**config.mk**
```make
export PLATFORM = sky130hd
export DESIGN_NAME = ram_sdp_clr_flat
export DESIGN_NICKNAME = d
export VERILOG_FILES = /design/src/rtl/ram_sdp_clr_if.sv /design/src/rtl/ram_sdp_clr.sv /design/src/flat_wrapper.sv
export SDC_FILE = /design/constraint.sdc
export NUM_CORES = 1
export LEC_CHECK = 0
export ABC_AREA = 0
export CORE_UTILIZATION = 40
export CTS_BUF_LIST = sky130_fd_sc_hd__clkbuf_8
export CTS_CLUSTER_DIAMETER = 80
export CTS_CLUSTER_SIZE = 28
export DETAILED_ROUTE_END_ITERATION = 6
export HOLD_SLACK_MARGIN = 0.08
export MAX_ROUTING_LAYER = met4
export PLACE_DENSITY = 0.53
export SYNTH_ARGS = -nofsm -noshare
export SYNTH_HDL_FRONTEND = slang
export SYNTH_SLANG_ARGS = --single-unit
```
**constraint.sdc**
```tcl
create_clock -name clk -period 1.8 [get_ports clk]
set_input_delay 0.36 -clock clk [delete_from_list [all_inputs] [get_ports clk]]
set_output_delay 0.36 -clock clk [all_outputs]
set_load 0.02 [all_outputs]
```
**src/rtl/ram_sdp_clr_if.sv**
```systemverilog
// Request/response bundle for ram_sdp_clr: write port, read port, clear request and status.
// master drives requests, slave (the RAM) returns registered read data, valid and busy.
interface ram_sdp_clr_if #(
  parameter int DATA_WIDTH    = 5,
  parameter int ADDRESS_WIDTH = 5
);
  logic                     clr_req;
  logic                     wr_en;
  logic [ADDRESS_WIDTH-1:0] wr_addr;
  logic [DATA_WIDTH-1:0]    wr_data;
  logic                     rd_en;
  logic [ADDRESS_WIDTH-1:0] rd_addr;
  logic [DATA_WIDTH-1:0]    rd_data;
  logic                     rd_valid;
  logic                     busy;

  modport master (
    output clr_req, wr_en, wr_addr, wr_data, rd_en, rd_addr,
    input  rd_data, rd_valid, busy
  );

  modport slave (
    input  clr_req, wr_en, wr_addr, wr_data, rd_en, rd_addr,
    output rd_data, rd_valid, busy
  );
endinterface

```
**src/rtl/ram_sdp_clr.sv**
```systemverilog
// Simple-dual-port RAM with a self-zeroing clear engine; RAM_BYPASS_EN selects write-first on same-address collisions.
// Read latency 1 cycle; all requests are ignored while busy (clear owns the array for 2**ADDRESS_WIDTH cycles).
module ram_sdp_clr #(
  parameter int DATA_WIDTH    = 5,
  parameter int ADDRESS_WIDTH = 5
) (
  input  logic         clk,
  input  logic         rst_n,
  ram_sdp_clr_if.slave bus
);

  localparam int DEPTH = 2 ** ADDRESS_WIDTH;
  localparam logic [ADDRESS_WIDTH-1:0] LAST_ADDR = ADDRESS_WIDTH'(DEPTH - 1);

  typedef enum logic {
    ST_CLEAR = 1'b0,
    ST_READY = 1'b1
  } state_t;

  state_t                   state_q, state_d;
  logic [ADDRESS_WIDTH-1:0] clr_cnt_q, clr_cnt_d;
  logic [DATA_WIDTH-1:0]    rd_data_q, rd_data_d;
  logic                     rd_valid_q, rd_valid_d;

  logic [DATA_WIDTH-1:0]    mem_q [DEPTH];
  logic                     mem_we;
  logic [ADDRESS_WIDTH-1:0] mem_waddr;
  logic [DATA_WIDTH-1:0]    mem_wdata;
  logic [DATA_WIDTH-1:0]    rd_word;

  always_ff @(posedge clk or negedge rst_n) begin
    if (!rst_n) begin
      state_q    <= ST_CLEAR;
      clr_cnt_q  <= '0;
      rd_data_q  <= '0;
      rd_valid_q <= 1'b0;
    end else begin
      state_q    <= state_d;
      clr_cnt_q  <= clr_cnt_d;
      rd_data_q  <= rd_data_d;
      rd_valid_q <= rd_valid_d;
    end
  end

  always_comb begin
    state_d   = state_q;
    clr_cnt_d = clr_cnt_q;
    unique case (state_q)
      ST_CLEAR: begin
        clr_cnt_d = clr_cnt_q + 1'b1;
        if (clr_cnt_q == LAST_ADDR) begin
          state_d = ST_READY;
        end
      end
      ST_READY: begin
        if (bus.clr_req) begin
          state_d   = ST_CLEAR;
          clr_cnt_d = '0;
        end
      end
      default: state_d = ST_CLEAR;
    endcase
  end

`ifdef RAM_BYPASS_EN
  assign rd_word = (bus.wr_en && (bus.wr_addr == bus.rd_addr)) ? bus.wr_data : mem_q[bus.rd_addr];
`else
  assign rd_word = mem_q[bus.rd_addr];
`endif

  // The clear engine steals the write port; user requests only reach the array in READY.
  always_comb begin
    mem_we     = 1'b0;
    mem_waddr  = bus.wr_addr;
    mem_wdata  = bus.wr_data;
    rd_data_d  = rd_data_q;
    rd_valid_d = 1'b0;
    unique case (state_q)
      ST_CLEAR: begin
        mem_we    = 1'b1;
        mem_waddr = clr_cnt_q;
        mem_wdata = '0;
      end
      ST_READY: begin
        mem_we = bus.wr_en;
        if (bus.rd_en) begin
          rd_data_d  = rd_word;
          rd_valid_d = 1'b1;
        end
      end
      default: ;
    endcase
  end

  always_ff @(posedge clk) begin
    if (mem_we) begin
      mem_q[mem_waddr] <= mem_wdata;
    end
  end

  assign bus.rd_data  = rd_data_q;
  assign bus.rd_valid = rd_valid_q;
  assign bus.busy     = (state_q == ST_CLEAR);

endmodule

```
**src/flat_wrapper.sv**
```systemverilog
// flat-port wrapper written by rule: the top's interface ports become plain ports
module ram_sdp_clr_flat 
#(
  parameter int DATA_WIDTH    = 5,
  parameter int ADDRESS_WIDTH = 5
)
  (clk, rst_n, bus_clr_req, bus_wr_en, bus_wr_addr, bus_wr_data, bus_rd_en, bus_rd_addr, bus_rd_data, bus_rd_valid, bus_busy);
  ram_sdp_clr_if #(.DATA_WIDTH(DATA_WIDTH), .ADDRESS_WIDTH(ADDRESS_WIDTH)) bus_i ();
  input  logic clk;
  input  logic rst_n;
  input wire logic [$bits(bus_i.clr_req)-1:0] bus_clr_req;
  input wire logic [$bits(bus_i.wr_en)-1:0] bus_wr_en;
  input wire logic [$bits(bus_i.wr_addr)-1:0] bus_wr_addr;
  input wire logic [$bits(bus_i.wr_data)-1:0] bus_wr_data;
  input wire logic [$bits(bus_i.rd_en)-1:0] bus_rd_en;
  input wire logic [$bits(bus_i.rd_addr)-1:0] bus_rd_addr;
  output wire logic [$bits(bus_i.rd_data)-1:0] bus_rd_data;
  output wire logic [$bits(bus_i.rd_valid)-1:0] bus_rd_valid;
  output wire logic [$bits(bus_i.busy)-1:0] bus_busy;
  assign bus_i.clr_req = bus_clr_req;
  assign bus_i.wr_en = bus_wr_en;
  assign bus_i.wr_addr = bus_wr_addr;
  assign bus_i.wr_data = bus_wr_data;
  assign bus_i.rd_en = bus_rd_en;
  assign bus_i.rd_addr = bus_rd_addr;
  assign bus_rd_data = bus_i.rd_data;
  assign bus_rd_valid = bus_i.rd_valid;
  assign bus_busy = bus_i.busy;
  ram_sdp_clr #(.DATA_WIDTH(DATA_WIDTH), .ADDRESS_WIDTH(ADDRESS_WIDTH)) u_core (.clk(clk), .rst_n(rst_n), .bus(bus_i));
endmodule
```
==> report_table.html <==
<table>
<tr><th>Metric</th><th>Value</th></tr>
<tr><th colspan="2">Worst setup path</th></tr>
<tr><td>Class of the most critical setup path</td><td>register to register</td></tr>
<tr><td>Critical-path top delay cell</td><td>sky130_fd_sc_hd__dfrtp_1</td></tr>
<tr><td>Critical-path cell list</td><td>inv_2 &gt; buf_4 &gt; o32ai_2 &gt; nand2_2 &gt; nor2_1 &gt; buf_4</td></tr>
<tr><td>Most used cell along the critical path</td><td>sky130_fd_sc_hd__buf_4</td></tr>
<tr><td>Required time of the worst setup path</td><td>1.97 ns</td></tr>
<tr><td>Max stage delay on crit path</td><td>0.39 ns</td></tr>
<tr><td>Launching element type of the critical path</td><td>register</td></tr>
<tr><td>Arrival time reported for the critical path endpoint</td><td>1.91 ns</td></tr>
<tr><td>Critical path capture point type</td><td>register</td></tr>
<tr><td>Largest fanout on the critical path</td><td>7</td></tr>
<tr><th colspan="2">STA</th></tr>
<tr><td>Final Hold Vio Count</td><td>0</td></tr>
<tr><td>Pin slew with the least headroom to its limit</td><td>0.745 ns</td></tr>
<tr><td>Tmin final</td><td>1.74 ns</td></tr>
<tr><td>Count of final setup violators</td><td>0</td></tr>
<tr><td>Final clock period utilization by the worst path</td><td>between 90% and 100%</td></tr>
<tr><td>Unrepaired setup endpoints after global routing</td><td>yes</td></tr>
<tr><td>Relative slew slack</td><td>50.2%</td></tr>
<tr><td>Maximum achievable frequency</td><td>0.576 GHz</td></tr>
<tr><td>Worst-case clock skew</td><td>0.0135 ns</td></tr>
<tr><td>Final max-slew violation count</td><td>0</td></tr>
<tr><th colspan="2">Routing</th></tr>
<tr><td>Final wirelength</td><td>roughly 16 mm</td></tr>
<tr><td>Count of vias placed by the detailed router</td><td>4047</td></tr>
<tr><td>Number of vias per cell after detailed routing</td><td>5.22</td></tr>
<tr><td>DR pass1 iterations</td><td>5</td></tr>
<tr><td>Number of antenna-violating nets in the routed design</td><td>0</td></tr>
<tr><td>Number of DRC violations after detailed routing</td><td>0</td></tr>
<tr><td>Iter 0 DRT Violations</td><td>263</td></tr>
<tr><td>Average routed wire per standard cell</td><td>20.4 um</td></tr>
<tr><th colspan="2">Clock network</th></tr>
<tr><td>Library cell used as clock root buffer</td><td>sky130_fd_sc_hd__clkbuf_8</td></tr>
<tr><td>Number of buffers created by CTS</td><td>17</td></tr>
<tr><td>Clock latency on the worst-skew pair</td><td>~0.46 ns</td></tr>
<tr><td>Worst-case clock buffer depth</td><td>2</td></tr>
<tr><td>Hold buffers post-CTS</td><td>0</td></tr>
<tr><td>Clock transition time at the flip-flop clock pins of the worst setup and hold paths</td><td>0.09 ns</td></tr>
<tr><td>CTS sink cnt</td><td>172</td></tr>
<tr><td>Number of buffers inserted to repair setup after CTS</td><td>0</td></tr>
<tr><td>TritonCTS clock tree</td><td>built</td></tr>
<tr><td>Number of levels the H-tree was split into</td><td>4</td></tr>
<tr><th colspan="2">Outcome</th></tr>
<tr><td>Result of the run</td><td>completed</td></tr>
<tr><th colspan="2">Synthesis</th></tr>
<tr><td>Dominant synthesized flop cell</td><td>sky130_fd_sc_hd__edfxtp_1</td></tr>
<tr><td>FF+latch count, synth</td><td>172</td></tr>
<tr><td>EDFF count, synth</td><td>160</td></tr>
<tr><td>Yosys Warn Count</td><td>0</td></tr>
<tr><td>Post-synth top area share</td><td>67.8%</td></tr>
<tr><td>Proportion of synthesized area in mux cells</td><td>11.6%</td></tr>
<tr><td>Top cells by area, synth</td><td>sky130_fd_sc_hd__edfxtp_1, sky130_fd_sc_hd__mux2i_1, sky130_fd_sc_hd__dfrtp_1, sky130_fd_sc_hd__a22oi_1, sky130_fd_sc_hd__nor2_1</td></tr>
<tr><td>Fraction of synthesis flops using an asynchronous set or reset pin</td><td>6.98%</td></tr>
<tr><td>Cell with the most instances after synthesis</td><td>sky130_fd_sc_hd__edfxtp_1</td></tr>
<tr><td>Basic-gate share of the synthesized area counting and, or, nand and nor cells</td><td>4.77%</td></tr>
<tr><td>Post-synth net total</td><td>456</td></tr>
<tr><td>Unique cell type count in the Yosys netlist</td><td>38</td></tr>
<tr><td>Count of mapped cells out of synthesis</td><td>434</td></tr>
<tr><td>Part of the Yosys area used for sequential elements</td><td>72.1%</td></tr>
<tr><td>Combined area of all synthesized cells</td><td>0.00708 mm^2</td></tr>
<tr><td>Combinational family with the most area after synthesis</td><td>multiplexers</td></tr>
<tr><td>Synthesized area per cell</td><td>between 15 and 20 um^2</td></tr>
<tr><td>Most used standard cells in the synthesized netlist</td><td>sky130_fd_sc_hd__edfxtp_1, sky130_fd_sc_hd__mux2i_1, sky130_fd_sc_hd__nor2_1</td></tr>
<tr><td>Cell type contributing the most total cell area after synthesis</td><td>sky130_fd_sc_hd__edfxtp_1</td></tr>
<tr><td>Xor and xnor fraction of the mapped netlist area</td><td>0%</td></tr>
<tr><td>Synth Area in Compound Gates</td><td>8.92%</td></tr>
<tr><td>Adder-cell share of the synthesized area</td><td>0.353%</td></tr>
<tr><th colspan="2">Final layout</th></tr>
<tr><td>Syn-to-layout area delta</td><td>21.4%</td></tr>
<tr><td>Area taken by flip-flops and latches</td><td>a little over 0.005 mm^2</td></tr>
<tr><td>Layout Nets</td><td>560</td></tr>
<tr><td>Share of final-layout standard cells stronger than drive strength 1</td><td>25.3%</td></tr>
<tr><td>Utilization after layout</td><td>between 40% and 50%</td></tr>
<tr><td>Antenna diode count</td><td>0</td></tr>
<tr><td>Fillers</td><td>1500</td></tr>
<tr><td>Area taken by multi-input logic gates</td><td>0.00191 mm^2</td></tr>
<tr><th colspan="2">GRT</th></tr>
<tr><td>Maximum number of pins on one net before global-route repair</td><td>33</td></tr>
<tr><td>Number of global-route vias before repair</td><td>4062</td></tr>
<tr><td>Gr usage total</td><td>19.3%</td></tr>
<tr><td>Number of antenna violations at the first check in global routing</td><td>0</td></tr>
<tr><td>Residual overflow from global routing</td><td>0</td></tr>
<tr><td>Global-route wire length before repair</td><td>24.2 mm</td></tr>
<tr><th colspan="2">Place</th></tr>
<tr><td>Detailed Place HPWL</td><td>10.6 mm</td></tr>
<tr><td>Number of port buffers</td><td>26</td></tr>
<tr><td>RePlAce Congestion</td><td>around 0.8</td></tr>
<tr><th colspan="2">Job</th></tr>
<tr><td>Number of max-cap violations</td><td>0</td></tr>
<tr><th colspan="2">Pwr</th></tr>
<tr><td>Total design power</td><td>9.94 mW</td></tr>
<tr><td>Leakage power</td><td>~3.2 nW</td></tr>
<tr><td>Maximum resistive drop on vdd</td><td>0.578 mV</td></tr>
<tr><td>Power per standard cell area</td><td>1160 mW/mm^2</td></tr>
<tr><th colspan="2">Floorplanning</th></tr>
<tr><td>Initial core utilization</td><td>between 40 and 50%</td></tr>
<tr><td>Num ports</td><td>27</td></tr>
<tr><td>Row count</td><td>48</td></tr>
<tr><td>Chip height</td><td>135 um</td></tr>
<tr><td>Die outline area</td><td>~0.018 mm^2</td></tr>
<tr><td>Chip width</td><td>135 um</td></tr>
<tr><td>Area of the core</td><td>0.0173 mm^2</td></tr>
<tr><th colspan="2">Hold path</th></tr>
<tr><td>Hold WC Path Type</td><td>input port to asynchronous set/reset pin</td></tr>
</table>
-- registers in the layout, indices dropped and copies added (netlist names) --
name / count
u_core.bus.rd_valid: 1
u_core.state_q: 1
u_core.clr_cnt_q: 5
u_core.bus.rd_data: 5
u_core.mem_q: 160
-- through the flow --
step	hold WS (ns)	setup WS, ns	instance area, um^2	cells	TNS, ns
floorplan	0.0644	0.157	7080	434	0
global placement	0.484	-0.783	8160	744	-47.95
detailed placement	0.475	-0.864	8160	744	-49.65
CTS	0.267	-0.00383	8570	775	-0.00383
global route	0.288	-0.0136	8600	775	-0.0600
finish	0.279	0.0628	8600	775	0
-- timing repair --
item | 4_1_cts | 5_1_grt
resized for setup | 20 | 11
pin swaps | 4 | 2
setup endpoints to repair | 52 | 106
-- layout by cell type, fill, tap and decap left out, drive strengths merged, types with 2 or more instances in the layout --
master,n
inv,7
mux2i,81
a21oi,11
nand3,2
clkinvlp,4
clkbuf,18
clkdlybuf4s50,17
buf,80
a21o,2
clkinv,6
nand2b,3
o2bb2ai,2
nor2b,3
and2,6
a221oi,10
o21ai,4
a22o,11
nor2,40
dlygate4sd2,6
o41ai,5
ha,2
a31oi,3
a22oi,20
edfxtp,160
dfrtp,12
nand2,19
o22ai,5
-- where the power goes --
| group | leakage (nW) | internal, mW | total (mW) | switching, mW |
|---|---|---|---|---|
| registers | 1.65 | 4.97 | 5.16 | 0.193 |
| clock network | 0.170 | 1.08 | 2.47 | 1.39 |
| logic | 1.43 | 0.924 | 2.30 | 1.38 |
-- layer usage --
metal	part of all wire [%]	GRT usage [%]	vias to the layer above
li1	-	-	1909
met1	47	25.8	1986
met2	47	28.4	123
met3	4.4	4.20	29
met4	2.5	8.24	0
met5	0	-	-
-- cell type report --
cell class                 instances  area share, %
clock buffer                      17           2.72
clock inverter                    14           1.41
inverter                           4          0.175
multi-input combinational        238           22.2
sequential                       172           59.4
tap                              225           3.27
timing repair buffer             105           10.9
-- path summary, 6_finish.rpt --
kind,end,slack (ns),cells past startpoint,start
worst max register to register,u_core.mem_q[12][3]$_DFFE_PP_,0.06,6,u_core.state_q$_DFF_PN0_
min in group clk,u_core.bus.rd_data[4]$_DFFE_PN0P_,0.49,2,u_core.bus.rd_data[4]$_DFFE_PN0P_
worst min-delay path,u_core.bus.rd_data[3]$_DFFE_PN0P_,0.28,1,rst_n
max in group asynchronous,u_core.clr_cnt_q[3]$_DFFE_PN0P_,1.11,1,rst_n
worst max-delay path,u_core.mem_q[12][3]$_DFFE_PP_,0.06,6,u_core.state_q$_DFF_PN0_
worst min register to register,u_core.bus.rd_data[4]$_DFFE_PN0P_,0.49,2,u_core.bus.rd_data[4]$_DFFE_PN0P_
-- cell families after synthesis --
group / after synthesis
multiplexers: 82
flip-flops: 172
adder cells (fa/ha/maj): 2
buffers and inverters: 24
AO/OA/AOI/OAI: 76
AND/OR/NAND/NOR: 78
-- worst max-delay path, delay by kind of cell, from the launching register on --
kind / cells / cell delay (ns)
AOI/OAI and AO/OA: 1 / 0.37
and+or+nand+nor: 2 / 0.30
DFF: 1 / 0.39
buffers and inverters: 3 / 0.40
Note: power is estimated with default switching activity, not from simulation.
==> RTL change 1: new RTL, same flow settings <==
`ADDRESS_WIDTH` is set to 5 in 3 places; all go to 3.
--- a/src/rtl/ram_sdp_clr_if.sv
+++ b/src/rtl/ram_sdp_clr_if.sv
@@ -2,7 +2,7 @@
 // master drives requests, slave (the RAM) returns registered read data, valid and busy.
 interface ram_sdp_clr_if #(
   parameter int DATA_WIDTH    = 5,
-  parameter int ADDRESS_WIDTH = 5
+  parameter int ADDRESS_WIDTH = 3
 );
   logic                     clr_req;
   logic                     wr_en;
--- a/src/rtl/ram_sdp_clr.sv
+++ b/src/rtl/ram_sdp_clr.sv
@@ -2,7 +2,7 @@
 // Read latency 1 cycle; all requests are ignored while busy (clear owns the array for 2**ADDRESS_WIDTH cycles).
 module ram_sdp_clr #(
   parameter int DATA_WIDTH    = 5,
-  parameter int ADDRESS_WIDTH = 5
+  parameter int ADDRESS_WIDTH = 3
 ) (
   input  logic         clk,
   input  logic         rst_n,
--- a/src/flat_wrapper.sv
+++ b/src/flat_wrapper.sv
@@ -2,7 +2,7 @@
 module ram_sdp_clr_flat 
 #(
   parameter int DATA_WIDTH    = 5,
-  parameter int ADDRESS_WIDTH = 5
+  parameter int ADDRESS_WIDTH = 3
 )
   (clk, rst_n, bus_clr_req, bus_wr_en, bus_wr_addr, bus_wr_data, bus_rd_en, bus_rd_addr, bus_rd_data, bus_rd_valid, bus_busy);
   ram_sdp_clr_if #(.DATA_WIDTH(DATA_WIDTH), .ADDRESS_WIDTH(ADDRESS_WIDTH)) bus_i ();
Interface: changed (resized bus_rd_addr and bus_wr_addr); port bits go from 27 to 23. The function was not compared with the original's and may differ.
==> RTL change 1 against the original RTL <==
Synthesized area shrank 70%; total power shrank 61%; sequential cell count shrank 122; highest routed layer unchanged; critical endpoint is now u_core.mem_q[2][2]$_DFFE_PP_; largest power group unchanged; clock skew shrank 0.0057 ns; hold slack gained 0.12 ns; critical path depth shrank 4; routed wire length shrank 74%; cell area shrank 71%; worst setup slack gained 0.058 ns.
==> RTL change 1: results (changes against the original RTL) <==
<table>
<tr><th>Metric</th><th>Value</th></tr>
<tr><th colspan="2">Clocking</th></tr>
<tr><td>H-tree level count</td><td>2 (-2)</td></tr>
<tr><td>Skew-Pair Late Insertion Delay</td><td>0.29 ns (-0.17 ns)</td></tr>
<tr><td>Gates resized, CTS repair</td><td>3 (-85%)</td></tr>
<tr><th colspan="2">Drt</th></tr>
<tr><td>TritonRoute pass-1 iters</td><td>4 (-1)</td></tr>
<tr><td>Drt initial violations</td><td>78 (-70%)</td></tr>
<tr><td>Total via count in the routed design</td><td>1222 (-70%)</td></tr>
<tr><th colspan="2">Status</th></tr>
<tr><td>Result of the run</td><td>completed</td></tr>
<tr><th colspan="2">Finish</th></tr>
<tr><td>Proportion of layout cells with a drive suffix above 1</td><td>0.1588 (-0.09390)</td></tr>
<tr><td>Flip-flop count of the largest register, all copies and words added</td><td>40 (-75%)</td></tr>
<tr><td>Layout Nets</td><td>187 (-67%)</td></tr>
<tr><th colspan="2">Place</th></tr>
<tr><td>Placed inst area</td><td>0.002411 mm^2 (-70%)</td></tr>
<tr><td>Count of buffers inserted at the top-level ports</td><td>22 (-15%)</td></tr>
<tr><td>Final HPWL from detailed placement</td><td>2969 um (-72%)</td></tr>
<tr><td>Final weighted congestion of routability-driven global placement</td><td>0.7819 (-3.5%)</td></tr>
<tr><th colspan="2">Synth</th></tr>
<tr><td>Top cells by area in the synthesized netlist</td><td>edfxtp_1 57%, dfrtp_1 12%, mux2_2 5.4%, mux2i_1 4.8%, nand2_1 2.2%</td></tr>
<tr><td>Number of enable-type register cells in the synthesized netlist</td><td>40 (-75%)</td></tr>
<tr><td>Share of flip-flops with an asynchronous set or reset after synthesis</td><td>0.2000 (+0.1302)</td></tr>
<tr><td>Netlist cell types</td><td>29 (-24%)</td></tr>
<tr><td>Sequential share of the synthesized area</td><td>0.6946 (-0.02624)</td></tr>
<tr><td>Number of nets produced by synthesis</td><td>158 (-65%)</td></tr>
<tr><th colspan="2">STA</th></tr>
<tr><td>Slew margin rel.</td><td>0.6190 (+0.1170)</td></tr>
<tr><td>Worst clock skew</td><td>0.007709 ns (-0.005741 ns)</td></tr>
<tr><th colspan="2">Global routing</th></tr>
<tr><td>M3 GR Usage</td><td>0.04065 (-0.001392)</td></tr>
<tr><td>Global-route wire length before repair</td><td>6203 um (-74%)</td></tr>
<tr><td>Met1 global-route usage</td><td>0.1866 (-0.07158)</td></tr>
<tr><td>M2 GR Usage</td><td>0.3010 (+0.01722)</td></tr>
<tr><th colspan="2">Critical path</th></tr>
<tr><td>Arrival time at the worst endpoint</td><td>1.61 ns (-0.30 ns)</td></tr>
<tr><th colspan="2">Pwr</th></tr>
<tr><td>Leakage Power</td><td>0.9416 nW (-71%)</td></tr>
</table>
==> RTL change 1: kinds of logic after synthesis <==
| logic type | share of synthesized area |
|---|---|
| AND/OR/NAND/NOR | 0.07485 |
| flip-flops | 0.6946 |
| multiplexers | 0.1018 |
| buffers and inverters | 0.02275 |
| AO/OA/AOI/OAI | 0.09401 |
| adder cells (fa/ha/maj) | 0.01197 |
==> RTL change 1: layout make-up <==
cell class	instances	area, um^2
tap	67	83.83
clock buffer	6	82.58
sequential	50	1453
inverter	4	16.27
fill	427	2375
multi-input combinational	81	593.1
timing repair buffer	27	269.0
clock inverter	2	7.507
==> RTL change 1: routing by layer <==
layer / wire [um] / up-vias / part of all wire
met5: 0 / - / 0
met2: 2094 / 27 / 0.52
met3: 145 / 5 / 0.036
met1: 1763 / 605 / 0.44
met4: 40 / 0 / 0.0099
li1: - / 585 / -
==> RTL change 1: power by group <==
group	switching [mW]	leakage (nW)	internal (mW)	total, mW
combinational	0.736	0.389	0.490	1.23
sequential	0.173	0.499	1.79	1.96
clock	0.336	0.0538	0.303	0.639
==> RTL change 1: critical path, stage by stage, from the launching register on <==
cell and delay, ns:
dfrtp_2 0.48, o32a_1 0.40, nor2_1 0.44
==> RTL change 1: final timing paths <==
path	endpoint	slack [ns]	start	depth (start not counted)
worst min register to register	u_core.bus.rd_data[4]$_DFFE_PN0P_	0.48	u_core.bus.rd_data[4]$_DFFE_PN0P_	2
max in group asynchronous	u_core.state_q$_DFF_PN0_	1.04	rst_n	1
min in group clk	u_core.bus.rd_data[4]$_DFFE_PN0P_	0.48	u_core.bus.rd_data[4]$_DFFE_PN0P_	2
worst min-delay path	u_core.bus.rd_data[4]$_DFFE_PN0P_	0.39	rst_n	1
worst max register to register	u_core.mem_q[2][2]$_DFFE_PP_	0.12	u_core.state_q$_DFF_PN0_	2
worst max-delay path	u_core.mem_q[2][2]$_DFFE_PP_	0.12	u_core.state_q$_DFF_PN0_	2
==> RTL change 1: metrics by stage <==
step | std cells | setup TNS (ns) | setup WS (ns)
after floorplan | 140 | 0 | 0.3508
after global placement | 229 | -2.724 | -0.1551
after detailed placement | 229 | -3.138 | -0.1335
after CTS | 237 | 0 | 0.09395
after global routing | 237 | -0.004380 | -0.002294
final | 237 | 0 | 0.1207
==> RTL change 2: new RTL, config.mk and constraints unchanged <==
Without the edit above. Take the reset off `rd_data_q` and load it in a clocked block of its own.
--- a/src/rtl/ram_sdp_clr.sv
+++ b/src/rtl/ram_sdp_clr.sv
@@ -32,14 +32,16 @@
     if (!rst_n) begin
       state_q    <= ST_CLEAR;
       clr_cnt_q  <= '0;
-      rd_data_q  <= '0;
       rd_valid_q <= 1'b0;
     end else begin
       state_q    <= state_d;
       clr_cnt_q  <= clr_cnt_d;
-      rd_data_q  <= rd_data_d;
       rd_valid_q <= rd_valid_d;
     end
+  end
+
+  always_ff @(posedge clk) begin
+    rd_data_q <= rd_data_d;
   end
 
   always_comb begin
Function: no difference found for any inputs over 10 cycles, from zero or initial values and one cycle with rst_n low; that may be too few to reach the edited logic, so the function may still have changed.
==> RTL change 2 against the original RTL <==
Combinational power grew 9.6%; total power grew 8.7%; worst setup slack lost 0.18 ns; sequential cell count is the same; the run now ends with setup timing left; critical path type unchanged; non-clock buffer count shrank 18; synthesized area shrank 3.3%; critical path depth shrank 3; cell area shrank 1.3%; clock power grew 23%; largest cell class unchanged; routed wire length shrank 7.1%.
==> RTL change 2: results (changes against the original RTL) <==
<table>
<tr><th>Metric</th><th>Value</th></tr>
<tr><th colspan="2">Status</th></tr>
<tr><td>Result of the run</td><td>finished, violations left</td></tr>
<tr><td>Violations in the final reports</td><td>setup timing</td></tr>
<tr><th colspan="2">STA</th></tr>
<tr><td>Count of endpoints failing setup in the final report</td><td>5 (+5)</td></tr>
<tr><td>Hold Worst Slack</td><td>0.1550 ns (-0.1237 ns)</td></tr>
<tr><td>Worst clock skew</td><td>0.01126 ns (-0.002191 ns)</td></tr>
<tr><td>Smallest setup slack after layout</td><td>-0.1192 ns (-0.1820 ns)</td></tr>
<tr><td>Setup_tns</td><td>-0.4921 ns (-0.4921 ns)</td></tr>
<tr><th colspan="2">Pwr</th></tr>
<tr><td>Leakage Power</td><td>2.858 nW (-12%)</td></tr>
<tr><td>Sw Share</td><td>0.2746 (-0.02323)</td></tr>
<tr><th colspan="2">Synth</th></tr>
<tr><td>Post-Syn Area per Cell</td><td>21.00 um^2 (+29%)</td></tr>
<tr><td>Share of flip-flops with an asynchronous set or reset after synthesis</td><td>0.04070 (-0.02907)</td></tr>
<tr><td>Number of enable-type register cells in the synthesized netlist</td><td>165 (+3.1%)</td></tr>
<tr><td>Netlist cell types</td><td>29 (-24%)</td></tr>
<tr><td>Sequential share of the synthesized area</td><td>0.7494 (+0.02856)</td></tr>
<tr><td>Synthesized instance count</td><td>326 (-25%)</td></tr>
<tr><th colspan="2">Critical path</th></tr>
<tr><td>Critical path's slowest cell</td><td>mux4_2</td></tr>
<tr><td>Data required time at the worst endpoint</td><td>2.01 ns (+0.04 ns)</td></tr>
<tr><td>Largest stage delay, worst path</td><td>0.51 ns (+0.12 ns)</td></tr>
<tr><td>Peak fanout along the critical path</td><td>1 (-6)</td></tr>
<tr><td>Cell count of the worst reg-to-reg path</td><td>3 (-3)</td></tr>
<tr><th colspan="2">Finish</th></tr>
<tr><td>Fill cell count</td><td>1332 (-11%)</td></tr>
<tr><td>Nonclk buf count</td><td>87 (-17%)</td></tr>
<tr><td>Proportion of layout cells with a drive suffix above 1</td><td>0.4107 (+0.1579)</td></tr>
<tr><td>Signal buf overhead</td><td>0.09720 (-0.01165)</td></tr>
<tr><td>Multi-input gates</td><td>139 (-42%)</td></tr>
<tr><td>Layout Nets</td><td>440 (-21%)</td></tr>
<tr><th colspan="2">Global routing</th></tr>
<tr><td>Global-route wire length before repair</td><td>22510 um (-6.8%)</td></tr>
<tr><th colspan="2">Place</th></tr>
<tr><td>Number of placed instances, taps included</td><td>619 (-17%)</td></tr>
<tr><td>Placed inst area</td><td>0.007861 mm^2 (-3.6%)</td></tr>
<tr><th colspan="2">Drt</th></tr>
<tr><td>Average detailed-routed wire length per instance</td><td>22.57 um (+11%)</td></tr>
</table>
## RTL change 2: power groups by stage
| stage | Clock (mW) | Combinational, mW | Sequential (mW) |
|---|---|---|---|
| floorplan | 0 | 1.12 | 5.27 |
| global placement | 0 | 2.23 | 5.29 |
| detailed placement | 0 | 2.26 | 5.30 |
| CTS | 3.11 | 2.33 | 5.22 |
| global route | 3.26 | 2.71 | 5.29 |
| finish | 3.04 | 2.52 | 5.24 |
## RTL change 2: worst max-delay path by stage
stage | from | to | slack (ns) | cells past startpoint
floorplan | bus_rd_addr[1] | u_core.bus.rd_data[0]$_DFFE_PP_ | -0.28 | 5
global placement | bus_rd_addr[1] | u_core.bus.rd_data[3]$_DFFE_PP_ | -0.55 | 5
detailed placement | bus_rd_addr[1] | u_core.bus.rd_data[3]$_DFFE_PP_ | -0.55 | 5
CTS | u_core.mem_q[28][3]$_DFFE_PP_ | u_core.bus.rd_data[3]$_DFFE_PP_ | -0.12 | 3
global route | u_core.mem_q[30][3]$_DFFE_PP_ | u_core.bus.rd_data[3]$_DFFE_PP_ | -0.15 | 3
finish | u_core.mem_q[28][3]$_DFFE_PP_ | u_core.bus.rd_data[3]$_DFFE_PP_ | -0.12 | 3
## RTL change 2: kinds of logic after synthesis
group                      synth area share
buffers and inverters               0.01042
xor gates and xnor gates           0.002559
and+or+nand+nor                     0.04222
adders and majority gates          0.003655
AOI/OAI and AO/OA                   0.01590
muxes                                0.1758
DFF                                  0.7494
## RTL change 2: what timing repair did
action | in CTS | in global routing
endpoints found under the setup margin | 139 | 114
gates resized for setup | 22 | 30
pin swaps | 0 | 1
## RTL change 2: metal layers
metal	vias up	GRT usage	wire length, um
met5	-	-	0
met4	0	0.05428	129
met3	11	0.04521	634
met2	92	0.2717	7132
met1	1822	0.2619	6800
li1	1531	-	-
